File: src/rtl/dmem_arb_pkg.sv
// Shared types and sizing helpers for the data-memory arbiter.
// Optional statistics ports in dmem_arbiter are enabled by defining DMEM_ARB_STATS_EN.
package dmem_arb_pkg;

    typedef enum logic {
        IDLE   = 1'b0,
        ACCESS = 1'b1
    } arb_state_e;

    typedef enum logic {
        OWN_CORE = 1'b0,
        OWN_DMA  = 1'b1
    } arb_owner_e;

    localparam int WCNT_W = 4;

    // Starvation counter must hold STARVE_LIMIT itself; never narrower than one bit.
    function automatic int scnt_width(input int limit);
        int w;
        w = $clog2(limit + 1);
        return (w < 1) ? 1 : w;
    endfunction

endpackage

File: src/rtl/dmem_wait_timer.sv
// Loadable down-counter that sequences the memory wait states of one transfer.
// last_cycle is high whenever the count has reached zero.
module dmem_wait_timer
    import dmem_arb_pkg::*;
(
    input  logic              clk,
    input  logic              rst_n,
    input  logic              load,
    input  logic [WCNT_W-1:0] load_val,
    input  logic              run,
    output logic              last_cycle
);

    logic [WCNT_W-1:0] cnt_q;
    logic [WCNT_W-1:0] cnt_d;

    always_comb begin
        cnt_d = cnt_q;
        if (load) begin
            cnt_d = load_val;
        end else if (run && (cnt_q != '0)) begin
            cnt_d = cnt_q - 1'b1;
        end
    end

    always_ff @(posedge clk or negedge rst_n) begin
        if (!rst_n) begin
            cnt_q <= '0;
        end else begin
            cnt_q <= cnt_d;
        end
    end

    assign last_cycle = (cnt_q == '0);

endmodule

File: src/rtl/dmem_arbiter.sv
// Arbitrates the single data-memory port between the core and a DMA requester,
// stalling the core until its access completes. Define DMEM_ARB_STATS_EN for stall/grant counters.
module dmem_arbiter
    import dmem_arb_pkg::*;
#(
    parameter int AW           = 32,
    parameter int DW           = 32,
    parameter int WAIT_CYCLES  = 1,
    parameter int STARVE_LIMIT = 4
) (
    input  logic          clk,
    input  logic          reset,
    input  logic          core_req,
    input  logic          core_we,
    input  logic [AW-1:0] core_addr,
    input  logic [DW-1:0] core_wdata,
    output logic [DW-1:0] core_rdata,
    output logic          core_stall,
    input  logic          dma_req,
    input  logic          dma_we,
    input  logic [AW-1:0] dma_addr,
    input  logic [DW-1:0] dma_wdata,
    output logic [DW-1:0] dma_rdata,
    output logic          dma_ack,
    output logic          mem_en,
    output logic          mem_we,
    output logic [AW-1:0] mem_addr,
    output logic [DW-1:0] mem_wdata,
    input  logic [DW-1:0] mem_rdata,
    output logic          busy
`ifdef DMEM_ARB_STATS_EN
    ,
    output logic [31:0]   stat_stall_cycles,
    output logic [15:0]   stat_dma_grants
`endif
);

    localparam int                SCNT_W    = scnt_width(STARVE_LIMIT);
    localparam logic [SCNT_W-1:0] SCNT_MAX  = SCNT_W'(STARVE_LIMIT);
    localparam logic [WCNT_W-1:0] WCNT_LOAD = WCNT_W'(WAIT_CYCLES - 1);

    arb_state_e        state_q, state_d;
    arb_owner_e        owner_q, owner_d;
    logic [SCNT_W-1:0] scnt_q, scnt_d;
    logic              mem_we_q, mem_we_d;
    logic [AW-1:0]     mem_addr_q, mem_addr_d;
    logic [DW-1:0]     mem_wdata_q, mem_wdata_d;

    logic grant_core;
    logic grant_dma;
    logic in_access;
    logic last_cycle;
    logic done;

    assign in_access = (state_q == ACCESS);
    assign done      = in_access && last_cycle;

    dmem_wait_timer u_wait_timer (
        .clk       (clk),
        .rst_n     (reset),
        .load      (grant_core || grant_dma),
        .load_val  (WCNT_LOAD),
        .run       (in_access),
        .last_cycle(last_cycle)
    );

    always_comb begin
        state_d     = state_q;
        owner_d     = owner_q;
        scnt_d      = scnt_q;
        mem_we_d    = mem_we_q;
        mem_addr_d  = mem_addr_q;
        mem_wdata_d = mem_wdata_q;
        grant_core  = 1'b0;
        grant_dma   = 1'b0;

        case (state_q)
            IDLE: begin
                // Core wins contention until DMA has waited through STARVE_LIMIT core grants.
                grant_core = core_req && !(dma_req && (scnt_q == SCNT_MAX));
                grant_dma  = dma_req && !grant_core;
                if (grant_core) begin
                    state_d     = ACCESS;
                    owner_d     = OWN_CORE;
                    mem_we_d    = core_we;
                    mem_addr_d  = core_addr;
                    mem_wdata_d = core_wdata;
                    if (!dma_req) begin
                        scnt_d = '0;
                    end else if (scnt_q != SCNT_MAX) begin
                        scnt_d = scnt_q + 1'b1;
                    end
                end else if (grant_dma) begin
                    state_d     = ACCESS;
                    owner_d     = OWN_DMA;
                    mem_we_d    = dma_we;
                    mem_addr_d  = dma_addr;
                    mem_wdata_d = dma_wdata;
                    scnt_d      = '0;
                end
            end
            ACCESS: begin
                if (last_cycle) begin
                    state_d  = IDLE;
                    mem_we_d = 1'b0;
                end
            end
            default: state_d = IDLE;
        endcase
    end

    always_ff @(posedge clk or negedge reset) begin
        if (!reset) begin
            state_q     <= IDLE;
            owner_q     <= OWN_CORE;
            scnt_q      <= '0;
            mem_we_q    <= 1'b0;
            mem_addr_q  <= '0;
            mem_wdata_q <= '0;
        end else begin
            state_q     <= state_d;
            owner_q     <= owner_d;
            scnt_q      <= scnt_d;
            mem_we_q    <= mem_we_d;
            mem_addr_q  <= mem_addr_d;
            mem_wdata_q <= mem_wdata_d;
        end
    end

    assign mem_en     = in_access;
    assign busy       = in_access;
    assign mem_we     = mem_we_q;
    assign mem_addr   = mem_addr_q;
    assign mem_wdata  = mem_wdata_q;
    assign dma_ack    = done && (owner_q == OWN_DMA);
    assign core_stall = core_req && !(done && (owner_q == OWN_CORE));
    assign core_rdata = mem_rdata;
    assign dma_rdata  = mem_rdata;

`ifdef DMEM_ARB_STATS_EN
    logic [31:0] stall_cnt_q, stall_cnt_d;
    logic [15:0] dma_cnt_q, dma_cnt_d;

    always_comb begin
        stall_cnt_d = stall_cnt_q;
        dma_cnt_d   = dma_cnt_q;
        if (core_stall && (stall_cnt_q != '1)) begin
            stall_cnt_d = stall_cnt_q + 1'b1;
        end
        if (grant_dma && (dma_cnt_q != '1)) begin
            dma_cnt_d = dma_cnt_q + 1'b1;
        end
    end

    always_ff @(posedge clk or negedge reset) begin
        if (!reset) begin
            stall_cnt_q <= '0;
            dma_cnt_q   <= '0;
        end else begin
            stall_cnt_q <= stall_cnt_d;
            dma_cnt_q   <= dma_cnt_d;
        end
    end

    assign stat_stall_cycles = stall_cnt_q;
    assign stat_dma_grants   = dma_cnt_q;
`endif

endmodule

File: config.mk
export PLATFORM = sky130hd
export DESIGN_NAME = dmem_arbiter
export DESIGN_NICKNAME = d
export VERILOG_FILES = /design/src/rtl/dmem_arb_pkg.sv /design/src/rtl/dmem_wait_timer.sv /design/src/rtl/dmem_arbiter.sv
export SDC_FILE = /design/constraint.sdc
export NUM_CORES = 1
export LEC_CHECK = 0
export ABC_CLOCK_PERIOD_IN_PS = 3550
export BUFFER_PORTS_ARGS = -buffer_cell sky130_fd_sc_hd__buf_2
export CORE_AREA = 2 2 116 118
export DETAILED_ROUTE_END_ITERATION = 8
export DIE_AREA = 0 0 118 120
export GPL_ROUTABILITY_DRIVEN = 1
export PLACE_DENSITY = 0.74
export REMOVE_ABC_BUFFERS = 1
export SETUP_SLACK_MARGIN = 0.02
export SLEW_MARGIN = 20
export SYNTH_ARGS = -nofsm -noshare
export SYNTH_HDL_FRONTEND = slang
export SYNTH_SLANG_ARGS = --single-unit
File: constraint.sdc
create_clock -name clk -period 3.55 [get_ports clk]
set_input_delay 0.71 -clock clk [delete_from_list [all_inputs] [get_ports clk]]
set_output_delay 0.71 -clock clk [all_outputs]
set_load 0.01 [all_outputs]
==> results.yml, run 1 <==
outcome:
  outcome: "completed"
die:
  pin_count: 299
  dieArea_um2: 14160
  chipHeight_um: 120
  start_util: 0.3275
  die_x_um: 118
  coreArea_um2: 12980
  rows: 42
clocking:
  htree_levels: 3
  cts_setup_buffers: 0
  cts_buffer_depth: 2
  cts_root_buffer: "clkbuf_16"
  cts_sinks: 74
  numCtsBuffers: 9
  clk_pin_slew_ns: 0.06
  cts_hold_repair.buffers: 0
  cts_tree: "done"
  insertion_delay_ns: 0.32
  ctsResizeCount: 0
critical_path:
  critical_path_class: "flop to output pin"
  worstPathRequired_ns: 2.84
  rr_startpoint: "busy"
  slowest_stage: "dfrtp_1"
  crit_path_end_kind: "output pin"
  reg2reg_to: "mem_addr[9]"
  critPathLaunchType: "flop"
  slowest_delay_ns: 0.37
  path_cells: "inv_1 > ha_1 > nand4bb_1 > o21a_1 > buf_2"
  path_max_fanout: 4
  cp.arrival_ns: 1.55
  regToRegSetupSlack_ns: 1.35
  worstRegToRegCells: 4
sta:
  final.period_utilization: 0.6375
  drv_slew: 0
  fin_crit_ns: 2.263
  fmaxAchievable_mhz: 441.9
  finalSetupViolCount: 0
  finalClockSkew_ns: 0.005739
  tightest_slew_ns: 0.9595
  finalHoldViolations: 0
  final.setup.worst_slack_ns: 1.287
  tns_ns: 0
  relSlewSlack: 0.3604
  rsz0062_at_grt: "false"
route:
  drtPass1Iterations: 7
  wire_per_inst_um: 19.80
  drt-initial-drc-count: 351
  vias_per_cell: 5.265
  final_antenna_net_count: 0
  drc: 0
  totalWireLength_um: 15340
  vias: 4080
power_and_ir_drop:
  clock_power_share: 0.312
  switching_share: 0.3185
  powerDensity_nw_per_um2: 509.3
  p_switching_mw: 0.8362
  p_leak_nw: 2.490
  combPwrFrac: 0.273
  intPower_mw: 1.789
  p_seq_frac: 0.414
  ir_drop_v: 0.0001759
synthesis:
  yosys_warnings: 0
  postSynthAreaPerCell_um2: 8.784
  yosys.area.top_type_share: 0.4356
  netlist_area_um2: 4252
  synth-seq-cells: 74
  synth.most_common_cell: "nand2_1"
  async_reset_ff_frac: 1.000
  synth_common_cells: "131 x nand2_1, 74 x dfrtp_1, 66 x buf_4"
  ys.flop_type: "dfrtp_1"
  yosys.area.top_type: "dfrtp_1"
  synth-seq-area-share: 0.4356
  postSynthCellCount: 484
  synth_edf_count: 0
  yosysUniqueCellTypes: 30
  synthTopCellsByArea: "dfrtp_1 44%, buf_4 12%, nand2_1 12%"
grt:
  antenna_found_initial: 1
  grt_max_degree: 75
  grt_pass1_vias: 3940
  grt_pass1_wl_um: 23360
  overflow: 0
  grt_usage: 0.2147
placement:
  io_buffers: 202
  pre_cts_ws_ns: 1.297
  finalWeightedCongestion: 0.8313
  placed_cells: 759
  placed_cell_area_um2: 4888
  dp_hpwl_um: 11070
cells_and_area:
  nets: 764
  fin_area_um2: 5155
  layoutNonFillerInstCount: 775
  num_antenna_cells: 0
  syn_to_final_growth_pct: 21.25
  num-fill-cells: 1329
  layout-drive-gt1-share: 0.3973
worst_hold_path:
  hold_class: "flop to flop"
  holdPathEnd: "mem_addr[27]"
  min-delay-start: "mem_addr[27]"
  min_path_cells: 2
job:
  max-cap-violations: 0
## state kept, by name (all words and copies together), names as in the netlist
register	cells
mem_addr	32
mem_we	1
mem_wdata	32
busy	1
scnt_q	3
u_wait_timer.cnt_q	4
owner_q	1
## layer usage
| metal | part of all wire | wire length (um) | GRT usage |
|---|---|---|---|
| met1 | 0.41 | 6286 | 0.2675 |
| met3 | 0.15 | 2322 | 0.1435 |
| met5 | 0.0039 | 60 | 0.05515 |
| met2 | 0.43 | 6527 | 0.3023 |
| met4 | 0.0095 | 145 | 0.04593 |
## cells by family (layout without fill, tap and decap cells)
kind of cell | count (synthesis) | after routing | share of synthesized area
and+or+nand+nor | 210 | 210 | 0.2310
adders and majority gates | 4 | 4 | 0.01177
DFF | 74 | 74 | 0.4356
AOI/OAI and AO/OA | 79 | 79 | 0.1513
muxes | 1 | 1 | 0.002354
buffers and inverters | 116 | 231 | 0.1680
## how the worst max path moves through the flow
stage | startpoint | endpoint | slack, ns | cells past startpoint
after CTS | u_wait_timer.cnt_q[0] | core_stall | 1.25 | 5
after global routing | busy | mem_addr[3] | 1.18 | 4
after floorplan | dma_req | scnt_q[2] | -0.37 | 3
after detailed placement | dma_req | scnt_q[1] | 1.30 | 5
final | u_wait_timer.cnt_q[0] | core_stall | 1.29 | 5
after global placement | core_req | scnt_q[0] | 1.31 | 5
## power by group through the flow
stage                     logic [mW]  clock network, mW  registers (mW)
after global placement         0.719                  0            1.10
after global routing           0.792              0.898            1.11
after floorplan                0.279                  0            1.17
after detailed placement       0.728                  0            1.10
final                          0.718              0.820            1.09
after CTS                      0.728              0.849            1.09
## critical path: cells and delay by family, from the launching register on
family | cells | cell delay (ns)
AO/OA/AOI/OAI | 1 | 0.23
adder cells (fa/ha/maj) | 1 | 0.18
buffers and inverters | 2 | 0.26
flip-flops | 1 | 0.37
AND/OR/NAND/NOR | 1 | 0.19
## through the flow
stage | total power, mW | hold WS, ns | utilization
2_1_floorplan | 1.451 | 0.4144 | -
3_3_place_gp | 1.816 | 0.4682 | 0.3766
3_5_place_dp | 1.827 | 0.4651 | 0.3766
4_1_cts | 2.663 | 0.4820 | 0.3971
5_1_grt | 2.795 | 0.5127 | 0.3971
6_report | 2.625 | 0.4802 | 0.3971
## cell usage in the layout, fill, tap and decap left out, drive strengths merged, types with 3 or more instances in the layout
master | synthesis | routed
dfrtp | 74 | 74
ha | 4 | 4
buf | 82 | 209
nor2 | 3 | 3
clkbuf | 28 | 13
nand3 | 4 | 4
nand4 | 65 | 65
nand2 | 131 | 131
inv | 6 | 5
clkinv | 0 | 4
o21ai | 4 | 4
o211ai | 67 | 67
## layout make-up
type                            count  area [um2]  area share
Inverter                            6       23.77    0.004612
Clock buffer                       13       250.2     0.04854
Timing Repair Buffer              209        1091      0.2117
Sequential cell                    74        1852      0.3592
Multi-Input combinational cell    294        1703      0.3303
Tap cell                          176       220.2     0.04272
Clock inverter                      3       15.01    0.002913
No activity file was read; power rests on OpenSTA's default activity.
==> inputs of run 2 (changes only) <==
- ABC_CLOCK_PERIOD_IN_PS: 3550 -> 2300
- CORE_AREA: 2 2 116 118 -> 2 2 117 119
- DIE_AREA: 0 0 118 120 -> 0 0 119 121
- PLACE_DENSITY: 0.74 -> 0.73
- clock period: 3.55 -> 2.3 ns (I/O delays scaled with it)
==> results.yml, run 2 (same netlist as run 1, synthesis figures left out) <==
outcome:
  outcome: "completed"
placement:
  io_buffers: 202
  pre_cts_ws_ns: 0.4526
  finalWeightedCongestion: 0.8005
  dp_hpwl_um: 11140
  placed_cell_area_um2: 4956
critical_path:
  critPathLaunchType: "flop"
  critical_path_class: "flop to output pin"
  path_max_fanout: 4
  worstPathRequired_ns: 1.84
  crit_path_end_kind: "output pin"
  regToRegSetupSlack_ns: 0.56
  cp.arrival_ns: 1.53
die:
  dieArea_um2: 14400
  pin_count: 299
  rows: 42
  coreArea_um2: 13090
  chipHeight_um: 121
  start_util: 0.3249
  die_x_um: 119
power_and_ir_drop:
  p_switching_mw: 1.334
  switching_share: 0.3131
  intPower_mw: 2.925
  p_leak_nw: 2.536
  p_seq_frac: 0.394
  powerDensity_nw_per_um2: 809.3
  ir_drop_v: 0.0002985
  total_power_mw: 4.259
  combPwrFrac: 0.267
  clock_power_share: 0.339
job:
  max-cap-violations: 0
grt:
  overflow: 0
  grt_usage: 0.2082
  grt_pass1_vias: 3790
  grt_max_degree: 66
  grt_pass1_wl_um: 22600
  antenna_found_initial: 0
sta:
  final.period_utilization: 0.8640
  rsz0062_at_grt: "false"
  finalSetupViolCount: 0
  finalClockSkew_ns: 0.007760
  relSlewSlack: 0.5274
  drv_slew: 0
  finalHoldViolations: 0
  final.setup.worst_slack_ns: 0.3127
  tightest_slew_ns: 0.7089
  fmaxAchievable_mhz: 503.2
  fin_crit_ns: 1.987
route:
  final_antenna_net_count: 0
  vias: 4092
  vias_per_cell: 5.253
  totalWireLength_um: 15230
  drt-initial-drc-count: 292
  drtPass1Iterations: 4
  wire_per_inst_um: 19.56
  drc: 0
cells_and_area:
  num_antenna_cells: 0
  nets: 768
  mostFrequentLayoutCell: "buf_2"
  layout-drive-gt1-share: 0.4046
  final_cell_mix: "201 x buf_2, 131 x nand2_1, 74 x dfrtp_1, 65 x nand4_1, 57 x o211ai_1"
  fin_area_um2: 5263
  num-fill-cells: 1311
  syn_to_final_growth_pct: 23.78
clocking:
  insertion_delay_ns: 0.34
  ctsResizeCount: 0
  cts_buffer_depth: 2
  cts_root_buffer: "clkbuf_16"
  htree_levels: 3
  cts_sinks: 74
  cts_setup_buffers: 0
  clk_pin_slew_ns: 0.06
  numCtsBuffers: 9
  cts_hold_repair.buffers: 0
  cts_tree: "done"
worst_hold_path:
  hold_class: "input port to asynchronous set/reset pin"
==> run 2: through the flow <==
step | utilization | setup TNS (ns) | hold slack [ns] | std cells
after global placement | 0.3788 | 0 | 0.4657 | 763
after detailed placement | 0.3788 | 0 | 0.4680 | 763
final | 0.4022 | 0 | 0.1018 | 779
after global routing | 0.4022 | 0 | 0.1335 | 779
after CTS | 0.4022 | 0 | 0.1086 | 779
after floorplan | - | -91.46 | 0.1644 | 374
==> run 2: final timing paths <==
kind                                       start                     to  depth (start not counted)
max                        u_wait_timer.cnt_q[0]             core_stall                          5
min                                        reset           mem_addr[31]                          1
max reg2reg                            scnt_q[0]            mem_addr[5]                          6
min reg2reg                         mem_addr[28]           mem_addr[28]                          2
max in group asynchronous                  reset  u_wait_timer.cnt_q[1]                          2
min in group clk                    dma_addr[13]           mem_addr[13]                          3
==> run 2: area by class of cell <==
type | instances | area, um2 | area share
sequential | 74 | 1852 | 0.3519
multi-input combinational | 294 | 1703 | 0.3236
timing repair buffer | 213 | 1159 | 0.2202
clock buffer | 12 | 256.5 | 0.04874
tap | 176 | 220.2 | 0.04184
clock inverter | 4 | 50.05 | 0.009510
inverter | 6 | 22.52 | 0.004280
==> run 2: power by group through the flow <==
stage	combinational [mW]	clock, mW	sequential (mW)
final	1.14	1.44	1.68
after global routing	1.26	1.55	1.71
after CTS	1.16	1.49	1.68
after detailed placement	1.16	0	1.70
after global placement	1.14	0	1.69
after floorplan	0.430	0	1.81
==> run 2: worst max-delay path, cell delays in order (launching register included) <==
cell and delay [ns]:
dfrtp_1 0.38, inv_1 0.11, ha_1 0.19, nand4bb_1 0.16
o21a_1 0.21, buf_2 0.13
==> run 2: layer usage <==
| metal | track usage | vias up | part of all wire |
|---|---|---|---|
| li1 | - | 1878 | - |
| met4 | 0.05506 | 6 | 0.013 |
| met2 | 0.2834 | 247 | 0.43 |
| met5 | 0.09926 | - | 0.012 |
| met1 | 0.2597 | 1940 | 0.41 |
| met3 | 0.1386 | 21 | 0.14 |
==> inputs of run 3 (changes only) <==
- MAX_ROUTING_LAYER: default -> met4
==> results.yml, run 3 (same netlist as run 1, synthesis figures left out) <==
critical_path:
  critical_path_class: "flop to output pin"
  crit_path_end_kind: "output pin"
  path_cells: "inv_1 > ha_1 > nand4bb_1 > o21a_1 > buf_2"
  worstPathRequired_ns: 1.84
  cp.arrival_ns: 1.53
  path_max_fanout: 4
  slowest_stage: "dfrtp_1"
  worstRegToRegCells: 6
  critPathLaunchType: "flop"
  slowest_delay_ns: 0.38
sta:
  finalClockSkew_ns: 0.008175
  finalSetupViolCount: 0
  fmaxAchievable_mhz: 502.3
  rsz0062_at_grt: "false"
  final.setup.worst_slack_ns: 0.3093
  relSlewSlack: 0.5261
  finalHoldViolations: 0
  final.period_utilization: 0.8655
  drv_slew: 0
  fin_crit_ns: 1.991
  tightest_slew_ns: 0.7109
clocking:
  clk_pin_slew_ns: 0.06
  cts_sinks: 74
  ctsResizeCount: 0
  cts_buffer_depth: 2
  cts_hold_repair.buffers: 0
  cts_root_buffer: "clkbuf_16"
  cts_tree: "done"
  numCtsBuffers: 9
  insertion_delay_ns: 0.34
  cts_setup_buffers: 0
  htree_levels: 3
cells_and_area:
  layoutNonFillerInstCount: 779
  layout-drive-gt1-share: 0.4046
  fin_area_um2: 5263
  nets: 768
  final_cell_mix: "201 x buf_2, 131 x nand2_1, 74 x dfrtp_1, 65 x nand4_1, 57 x o211ai_1"
  num_antenna_cells: 0
  syn_to_final_growth_pct: 23.78
  mostFrequentLayoutCell: "buf_2"
  utilization: 0.4022
grt:
  grt_pass1_wl_um: 22690
  antenna_found_initial: 0
  grt_usage: 0.2149
  overflow: 0
  grt_pass1_vias: 3774
  grt_max_degree: 66
placement:
  placed_cell_area_um2: 4956
  placed_cells: 763
  finalWeightedCongestion: 0.8120
  dp_hpwl_um: 11140
  io_buffers: 202
  pre_cts_ws_ns: 0.4526
die:
  start_util: 0.3249
  chipHeight_um: 121
  coreArea_um2: 13090
  rows: 42
  pin_count: 299
  dieArea_um2: 14400
  die_x_um: 119
route:
  drc: 0
  drt-initial-drc-count: 371
  final_antenna_net_count: 0
  drt-met1-wl_um: 6362
  vias: 4121
  wl_met3_um: 2223
  drtPass1Iterations: 5
  maxUsedRoutingLayer: "met4"
  wire_per_inst_um: 19.59
  vias_per_cell: 5.290
  wl_met2_um: 6481
  totalWireLength_um: 15260
outcome:
  outcome: "completed"
power_and_ir_drop:
  p_leak_nw: 2.536
  total_power_mw: 4.264
  powerDensity_nw_per_um2: 810.3
  ir_drop_v: 0.0002984
job:
  max-cap-violations: 0
worst_hold_path:
  hold_class: "input port to asynchronous set/reset pin"
## run 3: cell counts in the layout (fill, tap and decap cells not counted)
Identical to the previous run, type by type.
## run 3: layout make-up
class / count / area (um2)
Multi-Input combinational cell: 294 / 1703
Clock inverter: 4 / 50.05
Fill cell: 1311 / 7823
Clock buffer: 12 / 256.5
Timing Repair Buffer: 213 / 1159
Tap cell: 176 / 220.2
Inverter: 6 / 22.52
Sequential cell: 74 / 1852
## run 3: through the flow
stage	setup TNS [ns]	hold slack, ns
finish	0	0.1010
floorplan	-91.46	0.1644
CTS	0	0.1086
global placement	0	0.4657
detailed placement	0	0.4680
global route	0	0.1335
## run 3: final timing paths
| kind | startpoint | end | slack (ns) |
|---|---|---|---|
| setup / recovery | u_wait_timer.cnt_q[0] | core_stall | 0.31 |
| hold / removal | reset | mem_addr[31] | 0.10 |
| setup reg to reg | scnt_q[0] | mem_addr[5] | 0.56 |
| hold reg to reg | mem_addr[28] | mem_addr[28] | 0.48 |
| max in group asynchronous | reset | u_wait_timer.cnt_q[1] | 1.61 |
| min in group clk | dma_addr[13] | mem_addr[13] | 0.38 |
## run 3: worst max-delay path: cells and delay by family, from the launching register on
family	cells	cell delay, ns
AO/OA/AOI/OAI	1	0.21
flip-flops	1	0.38
buffers and inverters	2	0.24
AND/OR/NAND/NOR	1	0.17
adder cells (fa/ha/maj)	1	0.19
## run 3: power by group
part | switching, mW | total (mW) | internal, mW
Sequential | 0.131 | 1.68 | 1.55
Combinational | 0.657 | 1.14 | 0.481
Clock | 0.550 | 1.45 | 0.898
Total | 1.34 | 4.26 | 2.93
## run 3: metal layers
metal / global-route usage / up-vias
met4: 0.05357 / 0
met2: 0.2823 / 264
li1: - / 1875
met3: 0.1386 / 15
met1: 0.2715 / 1967
met5: - / -
